### config.mk
export PLATFORM = sky130hd
export DESIGN_NAME = mass_pass_scheduler
export DESIGN_NICKNAME = d
export VERILOG_FILES = /design/src/rtl/mass_pass_scheduler.sv
export SDC_FILE = /design/constraint.sdc
export NUM_CORES = 1
export LEC_CHECK = 0
export CAP_MARGIN = 10
export CORE_ASPECT_RATIO = 0.75
export CORE_MARGIN = 3
export CORE_UTILIZATION = 35
export DETAILED_ROUTE_END_ITERATION = 12
export PLACE_DENSITY = 0.83
export SYNTH_ARGS = -nofsm -noshare
export SYNTH_HDL_FRONTEND = slang
export SYNTH_SLANG_ARGS = --single-unit
### constraint.sdc
create_clock -name clk -period 3.9 [get_ports clk]
set_clock_uncertainty 0.2 [all_clocks]
set_input_delay 0.78 -clock clk [delete_from_list [all_inputs] [get_ports clk]]
set_output_delay 0.78 -clock clk [all_outputs]
set_load 0.05 [all_outputs]
### src/rtl/mass_pass_scheduler.sv
// Mass-update pass sequencer: issues self/neighbour reads per item, writes results into the opposite
// ping-pong bank after PIPE_LAT cycles, and arbitrates host writes. Define DROP_COUNT_EN for drop_count.
module mass_pass_scheduler #(
  parameter int SIZE       = 27,
  parameter int ADDR_WIDTH = 4,
  parameter int PIPE_LAT   = 3
) (
  input  logic                  clk,
  input  logic                  reset_n,
  input  logic                  sample_tick,
  input  logic [ADDR_WIDTH:0]   num_active,
  input  logic [ADDR_WIDTH-1:0] link_idx,
  input  logic [SIZE-1:0]       pipe_result,
  input  logic                  host_we,
  input  logic [ADDR_WIDTH-1:0] host_addr,
  input  logic [SIZE-1:0]       host_data,
  output logic [ADDR_WIDTH-1:0] cur_idx,
  output logic [ADDR_WIDTH:0]   rd_addr_a,
  output logic [ADDR_WIDTH:0]   rd_addr_b,
  output logic                  rd_valid,
  output logic                  ram_we,
  output logic [ADDR_WIDTH:0]   ram_w_addr,
  output logic [SIZE-1:0]       ram_d,
  output logic                  host_ack,
  output logic                  busy,
  output logic                  done,
  output logic                  bank_sel,
  output logic                  overrun
`ifdef DROP_COUNT_EN
  ,
  output logic [7:0]            drop_count
`endif
);

  typedef enum logic [1:0] {S_IDLE, S_ISSUE, S_DRAIN, S_DONE} state_e;

  localparam logic [ADDR_WIDTH:0] MAX_ITEMS = {1'b1, {ADDR_WIDTH{1'b0}}};

  state_e                state_q, state_d;
  logic [ADDR_WIDTH-1:0] cur_idx_q, cur_idx_d;
  logic                  bank_sel_q, bank_sel_d;
  logic [ADDR_WIDTH:0]   count_q, count_d;
  logic                  pending_q, pending_d;
  logic                  overrun_q, overrun_d;
  logic [PIPE_LAT-1:0]   wb_valid_q, wb_valid_d;
  logic [ADDR_WIDTH-1:0] wb_idx_q [PIPE_LAT];
  logic [ADDR_WIDTH-1:0] wb_idx_d [PIPE_LAT];
  logic                  tick_dropped;
  logic                  last_item;

  assign tick_dropped = sample_tick && (state_q != S_IDLE);
  assign last_item    = ({1'b0, cur_idx_q} == (count_q - (ADDR_WIDTH+1)'(1)));

  // NOTE: sequential state uses non-blocking assignments so every flop samples pre-edge values.
  // NOTE: the index stages are reset too, so an aborted pass leaves no stale writeback behind.
  always_ff @(posedge clk or negedge reset_n) begin
    if (!reset_n) begin
      state_q    <= S_IDLE;
      cur_idx_q  <= '0;
      bank_sel_q <= 1'b0;
      count_q    <= '0;
      pending_q  <= 1'b0;
      overrun_q  <= 1'b0;
      wb_valid_q <= '0;
      for (int i = 0; i < PIPE_LAT; i++) wb_idx_q[i] <= '0;
    end else begin
      state_q    <= state_d;
      cur_idx_q  <= cur_idx_d;
      bank_sel_q <= bank_sel_d;
      count_q    <= count_d;
      pending_q  <= pending_d;
      overrun_q  <= overrun_d;
      wb_valid_q <= wb_valid_d;
      for (int i = 0; i < PIPE_LAT; i++) wb_idx_q[i] <= wb_idx_d[i];
    end
  end

  // Writeback delay line: an item issued in cycle c reaches the last stage in cycle c+PIPE_LAT.
  always_comb begin
    wb_valid_d[0] = (state_q == S_ISSUE);
    wb_idx_d[0]   = cur_idx_q;
    for (int i = 1; i < PIPE_LAT; i++) begin
      wb_valid_d[i] = wb_valid_q[i-1];
      wb_idx_d[i]   = wb_idx_q[i-1];
    end
  end

  // NOTE: every comb output gets a default first so no path can infer a latch.
  always_comb begin
    state_d    = state_q;
    cur_idx_d  = cur_idx_q;
    bank_sel_d = bank_sel_q;
    count_d    = count_q;
    pending_d  = pending_q;
    overrun_d  = overrun_q | tick_dropped;
    unique case (state_q)
      S_IDLE: begin
        if (host_we) begin
          if (sample_tick) pending_d = 1'b1;
        end else if (sample_tick || pending_q) begin
          pending_d = 1'b0;
          count_d   = (num_active > MAX_ITEMS) ? MAX_ITEMS : num_active;
          cur_idx_d = '0;
          state_d   = (count_d == '0) ? S_DONE : S_ISSUE;
        end
      end
      S_ISSUE: begin
        cur_idx_d = cur_idx_q + ADDR_WIDTH'(1);
        if (last_item) state_d = S_DRAIN;
      end
      // Leave once only the final write remains, so done lands one cycle after it.
      S_DRAIN: if (wb_valid_d == '0) state_d = S_DONE;
      S_DONE: begin
        bank_sel_d = ~bank_sel_q;
        cur_idx_d  = '0;
        state_d    = S_IDLE;
      end
      default: state_d = S_IDLE;
    endcase
  end

  always_comb begin
    rd_valid   = (state_q == S_ISSUE);
    busy       = (state_q != S_IDLE);
    done       = (state_q == S_DONE);
    host_ack   = (state_q == S_IDLE) && host_we;
    ram_we     = 1'b0;
    ram_w_addr = {bank_sel_q, host_addr};
    ram_d      = host_data;
    if (wb_valid_q[PIPE_LAT-1]) begin
      ram_we     = 1'b1;
      ram_w_addr = {~bank_sel_q, wb_idx_q[PIPE_LAT-1]};
      ram_d      = pipe_result;
    end else if (host_ack) begin
      ram_we     = 1'b1;
    end
  end

  assign cur_idx   = cur_idx_q;
  assign rd_addr_a = {bank_sel_q, cur_idx_q};
  assign rd_addr_b = {bank_sel_q, link_idx};
  assign bank_sel  = bank_sel_q;
  assign overrun   = overrun_q;

`ifdef DROP_COUNT_EN
  logic [7:0] drop_count_q, drop_count_d;

  always_comb begin
    drop_count_d = drop_count_q;
    if (tick_dropped && (drop_count_q != 8'hFF)) drop_count_d = drop_count_q + 8'd1;
  end

  always_ff @(posedge clk or negedge reset_n) begin
    if (!reset_n) drop_count_q <= 8'd0;
    else          drop_count_q <= drop_count_d;
  end

  assign drop_count = drop_count_q;
`endif

endmodule

==> impl_metrics.py <==
metrics = {
    "outcome": {
        "outcome": "complete, no violations",
    },
    "clock_network": {
        "clock_latency_ns": 0.28,
        "cts_buffer_depth": 2,
        "cts_tree": "yes",
        "htree_levels": 2,
        "path_clk_slew_ns": 0.06,
        "ctsRootBufferMaster": "clkbuf_8",
        "cts_hold_buffers": 0,
        "post_cts_buffers": 0,
        "clock-sinks": 29,
        "cts_resized": 0,
        "cts_buffers": 5,
    },
    "global_route": {
        "grt_use_met2": 0.294,
        "globalRouteOverflowTotal": 0,
        "grtUsageTotal": 0.169,
        "antenna_found_initial": 0,
        "busiest_layer": "met2",
        "first_global_vias": 1465,
        "grt.met3_usage": 0.0569,
        "grt_max_degree": 34,
        "met1_usage": 0.203,
        "grt_pass1_wl_um": 7440,
    },
    "pwr": {
        "ir_drop_mv": 0.400,
        "p_leak_uw": 0.00124,
        "power_uw": 2270,
        "power_density_nw_per_um2": 775,
    },
    "sta": {
        "fin_ws_ns": 0.501,
        "setup-tns-final_ns": 0,
        "period_share": 0.872,
        "maxSlewViolCount": 0,
        "final_hold_viol_count": 0,
        "finalSetupViolCount": 0,
        "tightest_slew_ns": 0.534,
        "rsz0062_at_grt": "no",
        "layout_min_cycle_time_ns": 3.40,
        "timing.fmax_mhz": 294,
        "slew_headroom": 0.643,
    },
    "min_path": {
        "min_from": "wb_idx_d[3]$_DFF_PN0_",
        "holdPathStages": 0,
        "holdCritPathClass": "reg2reg",
        "hold_end": "wb_idx_q[3]$_DFF_PN0_",
    },
    "floorplanning": {
        "dieWidth_um": 86.9,
        "die_y_um": 66.7,
        "rows": 21,
        "core_um2": 4600,
        "ios": 124,
        "dieArea_um2": 5790,
        "initial_utilization": 0.373,
    },
    "synthesis": {
        "synthCells": 155,
        "synth_fa_ha_area_frac": 0.0437,
        "synth_compound_area_frac": 0.0758,
        "yosysMostFrequentCell": "mux2_2",
        "synth-xor-area-share": 0.0357,
        "synth_cell_type_count": 35,
        "synth.area.mux_share": 0.222,
        "avgSynthCellArea_um2": 11.1,
        "synth_seq_area_share": 0.423,
        "synth.cell_area_um2": 1720,
        "async_reset_ff_frac": 1.00,
        "yosys.area_share.simple": 0.102,
        "synth.yosys.warnings": 0,
        "synth-edff-count": 0,
        "synth_top_family_by_area": "multiplexers",
        "synth_seq_cells": 29,
        "yosysTopAreaCell": "dfrtp_1",
        "synth_top_cell_area_share": 0.423,
        "synth_flop_cell": "dfrtp_1",
        "synthTopCellsByCount": "mux2_2 (31), dfrtp_1 (29), buf_4 (14)",
        "syn_nets": 232,
        "ys_top_cells_by_area": "dfrtp_1 (42%), mux2_2 (20%), buf_4 (6.1%)",
    },
    "critical_path": {
        "r2r-end": "state_q[1]$_DFFE_PN0P_",
        "critPathMaxFanout": 3,
        "r2r_setup_slack_ns": 1.88,
        "startpoint_type": "input port",
        "max_stage_delay_ns": 0.79,
        "cp.required_ns": 2.92,
        "arrival_ns": 2.42,
        "slowest_stage": "clkdlybuf4s50_1",
        "reg2reg_depth": 7,
        "crit_chain": "clkdlybuf4s50_1 > inv_1 > nor2_1 > or2_2 > clkdlybuf4s50_1",
        "cpMostUsedCell": "clkdlybuf4s50_1",
        "cp-end-kind": "output pin",
        "criticalPathCategory": "in2out",
        "timing.rr.start": "count_q[0]$_DFFE_PN0P_",
    },
    "final_layout": {
        "finalInstanceArea_um2": 2940,
        "diodes": 0,
        "area_delta_synth_final_pct": 71.0,
        "final_cells": 318,
        "drive_gt1_frac": 0.169,
        "fin_nets": 337,
    },
    "drt": {
        "initialDrtViolationCount": 38,
        "drc": 0,
        "route.antenna.remaining_nets": 0,
        "vias_per_cell": 4.75,
        "num_vias": 1511,
        "routed_wirelength_um": 4990,
        "wl_per_cell_um": 15.7,
        "drtPass1Iterations": 4,
    },
    "placement": {
        "dp_cells": 310,
        "place_ws_ns": 0.486,
        "placed_area_um2": 2820,
        "globalplace.congestion": 0.822,
        "dp_hpwl_um": 4030,
        "io_buffers": 115,
    },
    "flow_run": {
        "max-cap-violations": 0,
    },
}
cell families after synthesis:
kind of cell	count (synthesis)
fa+ha+maj	6
flops	29
xor+xnor	7
simple gates	30
compound gates	21
mux	34
buf+inv	28
cells in the final DEF (no fill, tap or decap):
cell / count
o21bai_1: 1
bufinv_16: 1
a22o_1: 1
o21ai_0: 2
o21ai_1: 6
inv_2: 1
a21oi_1: 5
nor3b_1: 1
inv_1: 8
ha_1: 6
o21ai_2: 1
dfrtp_1: 29
mux2_2: 31
nor4bb_1: 1
nand2_1: 7
xnor2_1: 4
xor2_1: 3
nor2_1: 6
nand3_1: 1
clkdlybuf4s50_1: 115
clkbuf_8: 6
nand2b_1: 1
mux2_1: 1
nor3_1: 3
clkbuf_1: 1
a21o_1: 2
or2_2: 1
o21a_1: 2
mux2i_1: 2
buf_4: 2
nand3b_1: 5
nand4b_1: 1
o211a_1: 1
nor2b_1: 1
or4_1: 1
nor3_4: 1
state kept, by name, indices dropped and copies added, names as in the netlist:
register and count:
bank_sel 1, count_q 5, cur_idx 4, overrun 1
pending_q 1, state_q 2, wb_idx_d 8, wb_idx_q 4
wb_valid_q 3
metrics by stage:
step / utilization / hold slack [ns]
final: 0.638 / 0.144
after global routing: 0.638 / 0.153
after CTS: 0.638 / 0.149
after detailed placement: 0.613 / 0.135
after global placement: 0.613 / 0.132
after floorplan: - / 0.131
power by group:
group | internal (µW) | leakage [µW] | total [µW] | switching [µW]
sequential | 393 | 0.000376 | 468 | 75.3
combinational | 576 | 0.000809 | 1490 | 917
clock | 208 | 0.0000585 | 313 | 105
critical path: cells and delay by family:
family / cells / cell delay [ns]
buffers and inverters: 3 / 1.41
AND/OR/NAND/NOR: 2 / 0.23
layer usage:
layer,part of all wire,wire [µm]
met4,0.0068,34
met5,0,0
met3,0.10,501
met2,0.48,2390
met1,0.41,2060
worst max-delay path by stage:
stage,from,end,slack [ns],cells after the start
2_1_floorplan,state_q[0]$_DFFE_PN0P_,ram_we,0.90,5
3_3_place_gp,host_we,ram_we,0.53,5
3_5_place_dp,host_we,ram_we,0.49,5
4_1_cts,host_we,ram_we,0.49,5
5_1_grt,host_we,ram_we,0.39,5
6_report,host_we,ram_we,0.50,5
final cells by class:
cell class / instances / area [µm²]
repair buffers: 117 / 1170
inverters: 9 / 33.8
well taps: 57 / 71.3
fillers: 394 / 1660
clock buffers: 7 / 86.3
clock inverters: 1 / 30.0
multi-input cells: 98 / 822
flip-flops and latches: 29 / 726
Power figures use the tool's default switching activity.
